--- src/rtl/ball_track_if.sv ---
// rtl/ball_track_if.sv - player buttons and court outputs of the ball tracker
interface ball_track_if #(
   parameter int N_POS = 16
);
   logic             hit_one;
   logic             hit_two;
   logic             squash_en;
   logic [N_POS-1:0] pos;
   logic             hittable_one;
   logic             hittable_two;
   logic             in_play;
   logic             point_one;
   logic             point_two;
   logic [7:0]       rally_cnt;

   // Player / controller side: drives the buttons, watches the court.
   modport master (
      output hit_one, hit_two, squash_en,
      input  pos, hittable_one, hittable_two, in_play, point_one, point_two, rally_cnt
   );

   // Tracker side.
   modport slave (
      input  hit_one, hit_two, squash_en,
      output pos, hittable_one, hittable_two, in_play, point_one, point_two, rally_cnt
   );
endinterface

--- src/rtl/ball_track.sv ---
// rtl/ball_track.sv - ball position, rally speed-up and scoring for a two-player LED court
module ball_track #(
   parameter int          N_POS       = 16,
   parameter int          CNT_W       = 25,
   parameter int unsigned INIT_PERIOD = 33554431,
   parameter int unsigned SPEED_STEP  = 3355443,
   parameter int unsigned MIN_PERIOD  = 2,
   parameter int          HIT_WIN     = 2
) (
   input logic         clk,
   input logic         rst,
   ball_track_if.slave bus
);

   localparam int IDX_W = $clog2(N_POS);

   localparam logic [IDX_W-1:0] IDX_LAST    = IDX_W'(N_POS - 1);
   localparam logic [IDX_W-1:0] IDX_WIN_TWO = IDX_W'(N_POS - HIT_WIN);
   localparam logic [IDX_W-1:0] IDX_WIN_ONE = IDX_W'(HIT_WIN);
   localparam logic [IDX_W-1:0] IDX_STEP    = IDX_W'(1);

   localparam logic [CNT_W-1:0] PERIOD_INIT = CNT_W'(INIT_PERIOD);
   localparam logic [CNT_W-1:0] PERIOD_MIN  = CNT_W'(MIN_PERIOD);
   localparam logic [CNT_W-1:0] CNT_ONE     = CNT_W'(1);
   // Period arithmetic is done one bit wider so the floor test cannot wrap.
   localparam logic [CNT_W:0]   STEP_EXT    = (CNT_W+1)'(SPEED_STEP);
   localparam logic [CNT_W:0]   FLOOR_EXT   = (CNT_W+1)'(MIN_PERIOD) + STEP_EXT;

   localparam logic [7:0]       RALLY_MAX   = 8'd255;
   localparam logic [7:0]       RALLY_ONE   = 8'd1;
   localparam logic [N_POS-1:0] POS_ONE     = N_POS'(1);

   localparam logic [1:0] SERVE_ONE = 2'd0;
   localparam logic [1:0] SERVE_TWO = 2'd1;
   localparam logic [1:0] MOVE_R    = 2'd2;
   localparam logic [1:0] MOVE_L    = 2'd3;

   logic [1:0]       state;
   logic [IDX_W-1:0] idx;
   logic [CNT_W-1:0] cnt;
   logic [CNT_W-1:0] period;
   logic [7:0]       rally;
   logic             prev_two;      // last rally was served by player two
   logic             point_one_q;
   logic             point_two_q;

   logic             moving;
   logic             win_one;
   logic             win_two;
   logic             serve_r;
   logic             serve_l;
   logic             ret;
   logic             tick;
   logic             at_end;
   logic             miss;
   logic             step;
   logic             serve_one_next;
   logic [CNT_W:0]   period_ext;
   logic [CNT_W-1:0] period_fast;

   assign moving  = (state == MOVE_R) || (state == MOVE_L);
   assign win_two = (state == MOVE_R) && (idx >= IDX_WIN_TWO);
   assign win_one = (state == MOVE_L) && (idx <  IDX_WIN_ONE);

   assign serve_r = (state == SERVE_ONE) && bus.hit_one;
   assign serve_l = (state == SERVE_TWO) && bus.hit_two;

   // A return takes priority over the step timer firing in the same cycle.
   assign ret     = (win_two && bus.hit_two) || (win_one && bus.hit_one);
   assign tick    = moving && (cnt == period - CNT_ONE);
   assign at_end  = ((state == MOVE_R) && (idx == IDX_LAST)) ||
                    ((state == MOVE_L) && (idx == '0));
   assign miss    = tick && !ret && at_end;
   assign step    = tick && !ret && !at_end;

   // Squash keeps player one on serve; otherwise service alternates.
   assign serve_one_next = bus.squash_en || prev_two;

   assign period_ext  = {1'b0, period};
   assign period_fast = (period_ext >= FLOOR_EXT) ? CNT_W'(period_ext - STEP_EXT) : PERIOD_MIN;

   // Rally phase: serve, direction reversals on returns, back to serve on a miss.
   always_ff @(posedge clk or posedge rst) begin
      if (rst) begin
         state <= SERVE_ONE;
      end else if (serve_r) begin
         state <= MOVE_R;
      end else if (serve_l) begin
         state <= MOVE_L;
      end else if (ret) begin
         state <= (state == MOVE_R) ? MOVE_L : MOVE_R;
      end else if (miss) begin
         state <= serve_one_next ? SERVE_ONE : SERVE_TWO;
      end
   end

   // Ball index: parked at the server's end on a miss, one step per tick otherwise.
   always_ff @(posedge clk or posedge rst) begin
      if (rst) begin
         idx <= '0;
      end else if (miss) begin
         idx <= serve_one_next ? '0 : IDX_LAST;
      end else if (step) begin
         idx <= (state == MOVE_R) ? idx + IDX_STEP : idx - IDX_STEP;
      end
   end

   // Step timer: idle while serving, restarts on every tick and every return.
   always_ff @(posedge clk or posedge rst) begin
      if (rst) begin
         cnt <= '0;
      end else if (!moving || ret || tick) begin
         cnt <= '0;
      end else begin
         cnt <= cnt + CNT_ONE;
      end
   end

   // Step period: shrinks on each return down to the floor, restored when the point ends.
   always_ff @(posedge clk or posedge rst) begin
      if (rst) begin
         period <= PERIOD_INIT;
      end else if (miss) begin
         period <= PERIOD_INIT;
      end else if (ret) begin
         period <= period_fast;
      end
   end

   // Return counter for the current rally, saturating.
   always_ff @(posedge clk or posedge rst) begin
      if (rst) begin
         rally <= '0;
      end else if (miss) begin
         rally <= '0;
      end else if (ret && (rally != RALLY_MAX)) begin
         rally <= rally + RALLY_ONE;
      end
   end

   // Remember who served so the next serve can alternate.
   always_ff @(posedge clk or posedge rst) begin
      if (rst) begin
         prev_two <= 1'b1;
      end else if (serve_r) begin
         prev_two <= 1'b0;
      end else if (serve_l) begin
         prev_two <= 1'b1;
      end
   end

   // One-cycle point pulses, raised on the same edge that enters the serve state.
   always_ff @(posedge clk or posedge rst) begin
      if (rst) begin
         point_one_q <= 1'b0;
         point_two_q <= 1'b0;
      end else begin
         point_one_q <= miss && (state == MOVE_R);
         point_two_q <= miss && (state == MOVE_L);
      end
   end

   assign bus.pos          = POS_ONE << idx;
   assign bus.hittable_one = win_one;
   assign bus.hittable_two = win_two;
   assign bus.in_play      = moving;
   assign bus.point_one    = point_one_q;
   assign bus.point_two    = point_two_q;
   assign bus.rally_cnt    = rally;

endmodule

--- src/flat_wrapper.sv ---
// flat-port wrapper written by rule: the top's interface ports become plain ports
module ball_track_flat 
#(
   parameter int          N_POS       = 16,
   parameter int          CNT_W       = 25,
   parameter int unsigned INIT_PERIOD = 33554431,
   parameter int unsigned SPEED_STEP  = 3355443,
   parameter int unsigned MIN_PERIOD  = 2,
   parameter int          HIT_WIN     = 2
)
  (clk, rst, bus_hit_one, bus_hit_two, bus_squash_en, bus_pos, bus_hittable_one, bus_hittable_two, bus_in_play, bus_point_one, bus_point_two, bus_rally_cnt);
  ball_track_if #(.N_POS(N_POS)) bus_i ();
  input logic clk;
  input logic rst;
  input wire logic [$bits(bus_i.hit_one)-1:0] bus_hit_one;
  input wire logic [$bits(bus_i.hit_two)-1:0] bus_hit_two;
  input wire logic [$bits(bus_i.squash_en)-1:0] bus_squash_en;
  output wire logic [$bits(bus_i.pos)-1:0] bus_pos;
  output wire logic [$bits(bus_i.hittable_one)-1:0] bus_hittable_one;
  output wire logic [$bits(bus_i.hittable_two)-1:0] bus_hittable_two;
  output wire logic [$bits(bus_i.in_play)-1:0] bus_in_play;
  output wire logic [$bits(bus_i.point_one)-1:0] bus_point_one;
  output wire logic [$bits(bus_i.point_two)-1:0] bus_point_two;
  output wire logic [$bits(bus_i.rally_cnt)-1:0] bus_rally_cnt;
  assign bus_i.hit_one = bus_hit_one;
  assign bus_i.hit_two = bus_hit_two;
  assign bus_i.squash_en = bus_squash_en;
  assign bus_pos = bus_i.pos;
  assign bus_hittable_one = bus_i.hittable_one;
  assign bus_hittable_two = bus_i.hittable_two;
  assign bus_in_play = bus_i.in_play;
  assign bus_point_one = bus_i.point_one;
  assign bus_point_two = bus_i.point_two;
  assign bus_rally_cnt = bus_i.rally_cnt;
  ball_track #(.N_POS(N_POS), .CNT_W(CNT_W), .INIT_PERIOD(INIT_PERIOD), .SPEED_STEP(SPEED_STEP), .MIN_PERIOD(MIN_PERIOD), .HIT_WIN(HIT_WIN)) u_core (.clk(clk), .rst(rst), .bus(bus_i));
endmodule
--- config.mk ---
export PLATFORM = sky130hd
export DESIGN_NAME = ball_track_flat
export DESIGN_NICKNAME = d
export VERILOG_FILES = /design/src/rtl/ball_track_if.sv /design/src/rtl/ball_track.sv /design/src/flat_wrapper.sv
export SDC_FILE = /design/constraint.sdc
export NUM_CORES = 1
export LEC_CHECK = 0
export CORE_MARGIN = 2
export CORE_UTILIZATION = 40
export CTS_CLUSTER_DIAMETER = 150
export DETAILED_ROUTE_END_ITERATION = 8
export GPL_ROUTABILITY_DRIVEN = 0
export SLEW_MARGIN = 30
export SYNTH_ARGS = -nofsm -noshare
export SYNTH_HDL_FRONTEND = slang
export SYNTH_SLANG_ARGS = --single-unit
--- constraint.sdc ---
create_clock -name clk -period 5.7 [get_ports clk]
set_input_delay 0.57 -clock clk [delete_from_list [all_inputs] [get_ports clk]]
set_output_delay 0.57 -clock clk [all_outputs]
set_load 0.02 [all_outputs]
======== Word level (Yosys, flattened, before mapping) ========
Cells that the tools add are included.
Widths: inputs -> output; s select.
word-level totals
  output and inout port bits .............. 29
  register bits ........................... 67
  logic and storage cells ................. 73
  input port bits ......................... 5
operators by class
  equal/unequal tests ..................... 6
  mux-type cells .......................... 18
  shifts and indexed selects .............. 1
  $add $sub $neg .......................... 6
  reductions and logical operators ........ 31
  $lt $le $gt $ge ......................... 3
operators by type and width
  kind                    number
  $mux 25                 4
  $add 25x1->25 const B   1
  $eq 25x25->1            1
  $ge 25x22->1 const B    1
  $sub 25x1->25 const B   1
  $sub 25x22->25 const B  1
  $mux 4                  4
  $mux 8                  2
  $shl 1x4->16 const A    1
  $logic_and 1x1->1       15
  $add 8x1->8 const B     1
  $mux 2                  4
  $ne 8x8->1 const B      1
  $reduce_bool 2->1       4
  $logic_or 1x1->1        6
  $add 4x1->4 const B     1
  $eq 2x2->1 const B      2
  $eq 4x4->1 const B      1
  $ge 4x4->1 const B      1
  $logic_not 4->1         1
  $lt 4x2->1 const B      1
  $mux 1                  4
  $reduce_bool 4->1       1
  $sub 4x1->4 const B     1
  other kinds (3)         5

======== Longest topological paths before layout ========
Gate-level depths: netlist (run 1).
  word-level depth ........................ 11
  mapped depth ............................ 13
  gate-level depth less buffers ........... 10

======== Worst setup path after synthesis (run 1) ========
No wires, ideal clock.
  path type ............................... flip-flop to flip-flop
  from .................................... register u_core.period[0]
  to ...................................... register u_core.state[1]
  path slack .............................. 2.454 ns
  path buffers ............................ 2
  data arrival time ....................... 3.128 ns
  cell stages (with the launch flop) ...... 13
  library setup time ...................... 0.118 ns
  period minus slack after synthesis ...... 3.246 ns
  path through ............................ dfstp_2 -> clkbuf_1 -> inv_1 -> ha_1 -> xor2_1 -> nand3_1 -> or3_1 -> or3_1 -> nor3_1 -> nand4_1 -> or4_1 -> buf_2 -> a21o_1
between the ends
  word-level cells in the longest chain between the ends .. 6
ends and longest elaborated chain
  what                                line               text
  from (decl)                         ball_track.sv:41   logic [CNT_W-1:0] period;
  from (signal assigned)              ball_track.sv:126  period <= period_fast;
  $sub 25x1->25                       ball_track.sv:70   assign tick = moving && (cnt == period - CNT_ONE);
  $eq 25x25->1                        ball_track.sv:70
  $logic_and 1x1->1                   ball_track.sv:70
  $logic_and 1x1->1 (2 in series)     ball_track.sv:73   assign miss = tick && !ret && at_end;
  $reduce_bool 4->1 (no source line)  --
  to (signal assigned)                ball_track.sv:91   state <= (state == MOVE_R) ? MOVE_L : MOVE_R;
  to (signal assigned)                ball_track.sv:93   state <= serve_one_next ? SERVE_ONE : SERVE_TWO;
  to (decl)                           ball_track.sv:38   logic [1:0] state;
Every way passes these cells.
A chain may end at the register's enable or synchronous reset.

======== Worst setup path after layout (run 1) ========
Ends and elaborated chain as after synthesis.

==> metrics.yaml, run 1 <==
outcome:
  run_status: "finished clean"
cts:
  clock-root-buffer: "clkbuf_16"
  clock_sinks: 67
  cts_tree: "done"
  cts.repair.resized: 0
  cts-hold-fix-buffers: 0
  path_clk_slew_ns: 0.06
  numCtsBuffers: 9
  htreeDepth: 3
  cts_buffer_depth: 2
  clk_latency_ns: 0.33
  post_cts_buffers: 0
yosys:
  syn_avg_cell_area_um2: 8.20
  netlist_area_um2: 4930
  synth_cell_type_count: 60
  ys_ff_latch: 67
  synth_nets: 615
  synth_edf_count: 0
  synth_cells: 602
  postSynth.asyncResetShare_pct: 100
  synthFlopType: "dfrtp_1"
  yosysWarnings: 0
  ys_seq_area_share_pct: 34.6
die:
  coreArea_um2: 12000
  die_height_um: 115
  initial_utilization_pct: 41.1
  io_pins: 34
  dieArea_um2: 13200
  die_w_um: 115
  row_count: 40
critical_path:
  critPathKind: "flip-flop to flip-flop"
  critPathSlowestCell: "or4_2"
  critPathMaxFanout: 28
  cpLargestDelayFamily: "simple AND/OR/NAND/NOR gates"
  cp-startpoint: "u_core.period[0]"
  slowest_delay_ns: 0.93
  reg2reg_slack_ns: 1.97
  crit_buf_inv: 1
  start_kind: "flip-flop"
  path_cells: "inv_1, ha_1, nor3b_1, nand3_1, or4b_1, a22oi_1, nand4_1, or4_2, a21o_1"
  crit_arrival_ns: 3.96
  cp-end-kind: "flip-flop"
  cp.required_ns: 5.92
  worstReg2RegStart: "u_core.period[0]"
  cp.depth: 9
  reg2reg_to: "u_core.state[1]"
  endpoint: "u_core.state[1]"
  r2r_cells: 9
routing:
  detail-route-antenna-nets: 0
  drt_iter0_drc: 339
  dr.pass1.iters: 5
  drc: 0
  vias: 4449
  wl_mm: 12.7
  vias_per_cell: 5.89
  avgRoutedWirePerCell_um: 16.9
pwr:
  clockPowerShare_pct: 24.2
  seqPwrFrac_pct: 38.0
  ir_drop_v: 0.000225
  p_comb_share_pct: 37.8
  power.density_nw_per_um2: 471
  p_int_w: 0.00156
  p_leak_nw: 2.22
  power_switching_w: 0.00108
  swShare_pct: 40.9
grt:
  grt_pass1_wl_mm: 21.3
  antenna_found_initial: 0
  grt_start_max_net_pins: 68
  gr-total-overflow: 0
  grt_pass1_vias: 4202
  grt_usage_pct: 20.1
place:
  port_buffers: 33
  place_hpwl_mm: 9.04
  place_inst: 739
sta:
  relSlewSlack_pct: 45.4
  drv_slew: 0
  hold_viol: 0
  max_freq_mhz: 268
  tightestPinTransition_ns: 0.812
  fin_tns_setup_ns: 0
  rsz0062_at_grt: "false"
  fin_crit_ns: 3.73
  fin_crit_sh_pct: 65.5
  finalSetupViolCount: 0
  skew_ns: 0.00708
layout:
  stdcell_count: 755
  drive_gt1_share_pct: 10.0
  antenna_cells: 0
  fin_nets: 616
  syn2layout_area_growth_pct: 14.0
  fillers: 1170
run:
  cap_violations: 0
min_path:
  holdCritPathClass: "flip-flop to flip-flop"
==> Yosys cell counts, types with 6 or more instances <==
| cell type | instances | share of area, % |
|---|---|---|
| nand2_1 | 57 | 4.3 |
| nor2_1 | 54 | 4.1 |
| nor3_1 | 44 | 4.5 |
| dfrtp_1 | 41 | 21 |
| clkbuf_1 | 39 | 3.0 |
| xor2_1 | 36 | 6.4 |
| nand3_1 | 34 | 3.4 |
| dfstp_2 | 26 | 14 |
| o21ai_0 | 26 | 2.6 |
| xnor2_1 | 23 | 4.1 |
| a21oi_1 | 18 | 1.8 |
| nor4_1 | 16 | 2.0 |
| or3_1 | 12 | 1.5 |
| inv_1 | 11 | 0.84 |
| nand2b_1 | 11 | 1.4 |
| nand4_1 | 11 | 1.4 |
| o211ai_1 | 8 | 1.2 |
| a31oi_1 | 7 | 0.89 |
| ha_1 | 7 | 1.8 |
| mux2i_1 | 7 | 1.4 |
| nand4b_1 | 7 | 1.2 |
| or4_1 | 7 | 1.1 |
| and3_1 | 6 | 0.76 |
| o21a_1 | 6 | 0.91 |
| o21ai_1 | 6 | 0.61 |
==> flip-flops by register name, indices dropped and copies added (netlist names) <==
name	cells
u_core.state	2
u_core.prev_two	1
u_core.idx	4
u_core.cnt	25
u_core.bus.point_two	1
u_core.period	25
u_core.bus.rally_cnt	8
u_core.bus.point_one	1
==> stage by stage <==
stage | hold WS, ns | setup WS (ns) | power (W) | instance area [um^2] | utilization, %
final | 0.523 | 1.97 | 0.00265 | 5620 | 46.8
after global routing | 0.531 | 1.71 | 0.00284 | 5620 | 46.8
after CTS | 0.523 | 2.00 | 0.00264 | 5620 | 46.8
after detailed placement | 0.514 | 2.02 | 0.00199 | 5280 | 43.9
after global placement | 0.507 | 2.01 | 0.00197 | 5280 | 43.9
after floorplan | 0.465 | 2.45 | 0.00173 | 4930 | -
==> cell type report <==
type	instances	area, um^2	area share, %
Sequential cell	67	1710	30.4
Tap cell	147	184	3.27
Multi-Input combinational cell	478	2990	53.2
Inverter	11	41.3	0.734
Clock inverter	7	116	2.07
Timing Repair Buffer	36	357	6.34
Clock buffer	9	225	4.00
==> cells by family (layout without fill, tap and decap cells) <==
kind of cell / after synthesis / in the layout / synth area share, %
simple gates: 294 / 294 / 31.1
compound gates: 108 / 108 / 14.5
flops: 67 / 67 / 34.6
xor+xnor: 61 / 61 / 11.4
buf+inv: 57 / 63 / 4.77
fa+ha+maj: 8 / 8 / 2.18
mux: 7 / 7 / 1.42
==> power groups by stage <==
stage	Sequential (W)	Combinational, W	Clock (W)
4_1_cts	0.000994	0.00100	0.000650
3_3_place_gp	0.000989	0.000980	0
3_5_place_dp	0.00100	0.000993	0
6_report	0.00101	0.00100	0.000640
5_1_grt	0.00104	0.00113	0.000673
2_1_floorplan	0.000774	0.000955	0
==> worst min-delay path by stage <==
stage / from / end / slack [ns] / cells after the start
finish: u_core.period[24] / u_core.period[24] / 0.52 / 2
global route: u_core.period[24] / u_core.period[24] / 0.53 / 2
CTS: u_core.period[24] / u_core.period[24] / 0.52 / 2
floorplan: u_core.period[24] / u_core.period[24] / 0.47 / 2
detailed placement: u_core.period[24] / u_core.period[24] / 0.51 / 2
global placement: u_core.period[24] / u_core.period[24] / 0.51 / 2
==> routing by layer <==
metal | GRT usage, % | vias up | part of all wire, %
met5 | 0 | - | 0
met4 | 5.78 | 0 | 1.7
met3 | 3.32 | 20 | 4.6
met2 | 31.6 | 104 | 46
met1 | 28.6 | 2166 | 47
li1 | - | 2159 | -
==> layout by cell type (no fill, tap or decap), types with 4 or more instances in the layout <==
cell / count
nand3b_1: 4
a21oi_1: 18
dfrtp_1: 41
o21ai_1: 6
nand4_1: 11
xor2_1: 36
clkbuf_16: 9
mux2i_1: 7
or3_1: 12
dfstp_2: 26
or2_2: 5
inv_1: 10
a31oi_1: 7
ha_1: 7
clkdlybuf4s50_1: 33
nand2_1: 57
or4_1: 6
a22o_1: 4
nand3_1: 34
nand2b_1: 11
nand4b_1: 7
nor2_1: 54
a21o_1: 5
and3_1: 6
nor2b_1: 5
nor4_1: 16
o21ai_0: 26
o211ai_1: 8
and3b_1: 4
nor3_1: 44
xnor2_1: 23
o21a_1: 6
==> worst register-to-register path, stage by stage (launching register included) <==
cell     delay, ns
dfstp_2       0.42
inv_1         0.07
ha_1          0.30
nor3b_1       0.38
nand3_1       0.26
or4b_1        0.55
a22oi_1       0.26
nand4_1       0.17
or4_2         0.93
a21o_1        0.29
No activity file was read; power rests on OpenSTA's default activity.
==> run 2: changes to the inputs <==
clock period = 3.7 ns   (was 5.7 ns; I/O delays follow)
==> run 2 against run 1 <==
Against the previous run: worst hold slack got worse by 0.20 ns; via count up 0.36%; setup slack worse by 1.7 ns; register-to-register slack lost 1.7 ns; critical path depth decreased by 1; sequential power rose by 50%; final area down 0.18%; combinational power grew 66%; first-iteration DRC count is 15% higher.
==> metrics.yaml, run 2 (synthesis gave the netlist of run 1 again) <==
grt:
  gr-total-overflow: 0  # unchanged
  antenna_found_initial: 0  # unchanged
  grt_start_max_net_pins: 28  # -59%
  grt_pass1_wl_mm: 21.4  # +0.49%
  grt_pass1_vias: 4289  # +2.1%
  grt_usage_pct: 20.4  # +0.28 points
cts:
  numCtsBuffers: 9  # unchanged
  clock_sinks: 67  # unchanged
  cts_tree: "done"
  path_clk_slew_ns: 0.06  # about the same
  cts-hold-fix-buffers: 0  # unchanged
  clk_latency_ns: 0.34  # about the same
  post_cts_buffers: 0  # unchanged
  htreeDepth: 3  # unchanged
  clock-root-buffer: "clkbuf_16"
  cts_buffer_depth: 2  # unchanged
  cts.repair.resized: 0  # unchanged
die:
  initial_utilization_pct: 41.1  # unchanged
  die_w_um: 115  # unchanged
  io_pins: 34  # unchanged
  coreArea_um2: 12000  # unchanged
  row_count: 40  # unchanged
  die_height_um: 115  # unchanged
  dieArea_um2: 13200  # unchanged
pwr:
  power.density_nw_per_um2: 700  # +49%
  fin_total_pwr_w: 0.00393  # +48%
  p_leak_nw: 2.23  # +0.57%
  ir_drop_v: 0.000291  # +29%
routing:
  drc: 0  # unchanged
  drt_iter0_drc: 389  # +15%
  wl_mm: 13.0  # +2.0%
  vias_per_cell: 5.84  # -0.95%
  vias: 4465  # +0.36%
  avgRoutedWirePerCell_um: 17.0  # +0.70%
  detail-route-antenna-nets: 0  # unchanged
  dr.pass1.iters: 4  # -1
critical_path:
  crit_arrival_ns: 3.61  # -0.35 ns
  cp-end-kind: "flip-flop"
  critPathKind: "flip-flop to flip-flop"
  cp.required_ns: 3.91  # -2.01 ns
  start_kind: "flip-flop"
  critPathMaxFanout: 9  # -68%
layout:
  final_cell_mix: "nand2_1, nor2_1, nor3_1"
  drive_gt1_share_pct: 11.2  # +1.1 points
  design_area_um2: 5610  # -0.18%
  layout_commonest_cell: "nand2_1"
  fin_nets: 626  # +1.6%
  antenna_cells: 0  # unchanged
  multiInputGateArea_um2: 2990  # about the same
  final-seq-area_um2: 1710  # unchanged
  fillers: 1152  # -1.5%
  syn2layout_area_growth_pct: 13.8
place:
  placed_cell_area_um2: 5350  # +1.4%
  port_buffers: 33  # unchanged
  place_hpwl_mm: 9.37  # +3.7%
sta:
  drv_slew: 0  # unchanged
  max_freq_mhz: 294  # +9.9%
  hold_viol: 0  # unchanged
  finalSetupViolCount: 0  # unchanged
  fin_crit_ns: 3.40  # -0.337 ns
  fin_crit_sh_pct: 91.8  # +26 points
  relSlewSlack_pct: 48.7  # +3.3 points
  fin_tns_setup_ns: 0  # unchanged
  rsz0062_at_grt: "false"
  tightestPinTransition_ns: 0.770  # -0.0423 ns
  skew_ns: 0.00931  # +0.00223 ns
run:
  cap_violations: 0  # unchanged
outcome:
  run_status: "finished clean"
min_path:
  holdCritPathClass: "input pin to asynchronous set/reset pin"
run 2: cell count changes in the layout (fill, tap and decap cells not counted), sizes merged:
cell / delta
clkbuf: +1
buf: +10
bufinv: -3
clkinv: +2
run 2: area by class of cell:
class                   instances  area share [%]
multi-input cells             478            53.3
clock buffers                  10            4.08
flip-flops and latches         67            30.4
inverters                      11           0.735
repair buffers                 46            7.62
well taps                     147            3.28
clock inverters                 6           0.579
run 2: path summary, 6_finish.rpt:
| kind | startpoint | endpoint | slack (ns) | cells after the start |
|---|---|---|---|---|
| setup / recovery | u_core.period[13] | u_core.bus.rally_cnt[6] | 0.30 | 8 |
| hold / removal | rst | u_core.cnt[4] | 0.33 | 2 |
| setup reg to reg | u_core.period[13] | u_core.bus.rally_cnt[6] | 0.30 | 8 |
| hold reg to reg | u_core.period[24] | u_core.period[24] | 0.50 | 2 |
| max in group asynchronous | rst | u_core.period[1] | 2.64 | 3 |
| min in group clk | u_core.period[24] | u_core.period[24] | 0.50 | 2 |
run 2: power breakdown:
part	internal [W]	switching, W
combinational	0.000734	0.000927
clock	0.000447	0.000314
sequential	0.00105	0.000456
run 2: per-stage QoR:
step           cells  utilization [%]  setup slack [ns]  hold WS [ns]
5_1_grt          765             46.7             0.125         0.363
3_3_place_gp     749             44.6             0.389         0.500
3_5_place_dp     749             44.6             0.325         0.493
2_1_floorplan    602                -             0.454         0.465
6_report         765             46.7             0.303         0.327
4_1_cts          765             46.7             0.317         0.328
run 2: critical path: stages (launching register included):
cell      delay (ns)
dfstp_2         0.41
or4_1           0.61
or4_4           0.54
o31a_1          0.30
a211oi_2        0.23
nand4_1         0.15
or4_1           0.69
nor2_4          0.25
nor3_1          0.08
run 2: routing by layer:
metal	up-vias	part of all wire, %	track usage [%]
met5	-	0	0
met4	0	2.8	8.03
met3	30	5.2	4.06
met2	141	45	30.9
met1	2126	47	28.6
li1	2168	-	-
==> run 3: changes to the inputs <==
CTS_BUF_LIST = sky130_fd_sc_hd__clkbuf_16   (was default)
TNS_END_PERCENT = 5   (was default)
==> run 3 against run 2 <==
Against the previous run: sequential cell count did not move; register-to-register slack about the same; setup slack got worse by 0.0028 ns; via count is 0.38% higher; worst hold slack barely moved; clock skew is 0.00076 ns lower; final area is the same; clock power is essentially flat; clock-buffer cell count shrank 1.
==> metrics.yaml, run 3 (synthesis gave the netlist of run 1 again) <==
cts:
  clock_sinks: 67  # unchanged
  cts_buffer_depth: 2  # unchanged
  htreeDepth: 3  # unchanged
  clock-root-buffer: "clkbuf_16"
  clk_latency_ns: 0.33  # about the same
  cts-hold-fix-buffers: 0  # unchanged
  cts_tree: "done"
  path_clk_slew_ns: 0.06  # about the same
  cts.repair.resized: 0  # unchanged
  numCtsBuffers: 9  # unchanged
  post_cts_buffers: 0  # unchanged
pwr:
  seqPwrFrac_pct: 38.3  # about the same
  clockPowerShare_pct: 19.3  # about the same
  swShare_pct: 43.3  # +0.064 points
  p_int_w: 0.00223  # -0.12%
  power.density_nw_per_um2: 700  # about the same
  p_comb_share_pct: 42.3  # about the same
  power_switching_w: 0.00170  # +0.14%
  p_leak_nw: 2.24  # +0.19%
  ir_drop_v: 0.000291  # about the same
sta:
  tightestPinTransition_ns: 0.778  # +0.00821 ns
  fin_crit_ns: 3.40  # +0.00278 ns
  relSlewSlack_pct: 48.1  # -0.55 points
  fin_crit_sh_pct: 91.9  # about the same
  rsz0062_at_grt: "false"
  fin_tns_setup_ns: 0  # unchanged
  fin_hold_ws_ns: 0.327  # -0.000104 ns
  finalSetupViolCount: 0  # unchanged
  skew_ns: 0.00855  # -0.000758 ns
  drv_slew: 0  # unchanged
  hold_viol: 0  # unchanged
  max_freq_mhz: 294  # about the same
critical_path:
  crit_arrival_ns: 3.61  # about the same
  r2r_cells: 8  # unchanged
  critPathKind: "flip-flop to flip-flop"
  critPathMaxFanout: 9  # unchanged
  start_kind: "flip-flop"
  cp-end-kind: "flip-flop"
  reg2reg_slack_ns: 0.30  # about the same
  cp.required_ns: 3.91  # about the same
grt:
  grt_pass1_wl_mm: 21.4  # unchanged
  grt_usage_pct: 20.4  # unchanged
  grt_pass1_vias: 4289  # unchanged
  antenna_found_initial: 0  # unchanged
  grt_start_max_net_pins: 28  # unchanged
  gr-total-overflow: 0  # unchanged
layout:
  antenna_cells: 0  # unchanged
  layout_commonest_cell: "nand2_1"
  drive_gt1_share_pct: 11.2  # unchanged
  fin_nets: 626  # unchanged
  syn2layout_area_growth_pct: 13.8  # unchanged
  final_cell_mix: "nand2_1, nor2_1, nor3_1"
routing:
  drt_iter0_drc: 383  # -1.5%
  vias_per_cell: 5.86  # +0.38%
  dr.pass1.iters: 5  # +1
  drc: 0  # unchanged
  detail-route-antenna-nets: 0  # unchanged
  wl_mm: 13.0  # +0.25%
  avgRoutedWirePerCell_um: 17.0  # +0.25%
  vias: 4482  # +0.38%
die:
  dieArea_um2: 13200  # unchanged
  die_w_um: 115  # unchanged
  io_pins: 34  # unchanged
  initial_utilization_pct: 41.1  # unchanged
  row_count: 40  # unchanged
  die_height_um: 115  # unchanged
  coreArea_um2: 12000  # unchanged
min_path:
  holdCritPathClass: "input pin to asynchronous set/reset pin"
run:
  cap_violations: 0  # unchanged
place:
  place_hpwl_mm: 9.37  # unchanged
  port_buffers: 33  # unchanged
outcome:
  run_status: "finished clean"
## run 3: per-stage QoR
step / setup WS, ns / util (%) / total power [W] / area (um^2) / std cells
after floorplan: 0.454 / - / 0.00266 / 4930 / 602
after global placement: 0.389 / 44.6 / 0.00309 / 5350 / 749
after detailed placement: 0.325 / 44.6 / 0.00312 / 5350 / 749
after CTS: 0.317 / 46.7 / 0.00391 / 5610 / 765
after global routing: 0.125 / 46.7 / 0.00421 / 5610 / 765
final: 0.300 / 46.7 / 0.00393 / 5610 / 765
## run 3: layout make-up
| class | instances | area, um^2 |
|---|---|---|
| multi-input combinational | 478 | 2990 |
| clock buffer | 9 | 225 |
| tap | 147 | 184 |
| inverter | 11 | 41.3 |
| timing repair buffer | 46 | 428 |
| fill | 1152 | 6400 |
| clock inverter | 7 | 36.3 |
| sequential | 67 | 1710 |
## run 3: path summary, 6_finish.rpt
kind,from,endpoint
max reg2reg,u_core.period[13],u_core.bus.rally_cnt[6]
max,u_core.period[13],u_core.bus.rally_cnt[6]
min reg2reg,u_core.period[24],u_core.period[24]
max in group asynchronous,rst,u_core.period[1]
min in group clk,u_core.period[24],u_core.period[24]
min,rst,u_core.cnt[4]
## run 3: routing by layer
layer | vias up | global-route usage (%) | share of wire, %
met5 | - | 0 | 0
met4 | 0 | 8.03 | 2.4
met3 | 24 | 4.06 | 4.2
met2 | 137 | 30.9 | 45
met1 | 2152 | 28.6 | 48
li1 | 2169 | - | -
## run 3: power by group through the flow
| stage | Combinational [W] | Clock [W] | Sequential, W |
|---|---|---|---|
| 2_1_floorplan | 0.00147 | 0 | 0.00119 |
| 3_3_place_gp | 0.00161 | 0 | 0.00148 |
| 3_5_place_dp | 0.00163 | 0 | 0.00149 |
| 4_1_cts | 0.00165 | 0.000780 | 0.00149 |
| 5_1_grt | 0.00184 | 0.000814 | 0.00156 |
| 6_report | 0.00166 | 0.000758 | 0.00151 |
## run 3: worst max-delay path, stage by stage, from the launching register on
cell and delay [ns]:
dfstp_2 0.41, or4_1 0.61, or4_4 0.54, o31a_1 0.30, a211oi_2 0.23, nand4_1 0.15
or4_1 0.69, nor2_4 0.25, nor3_1 0.08
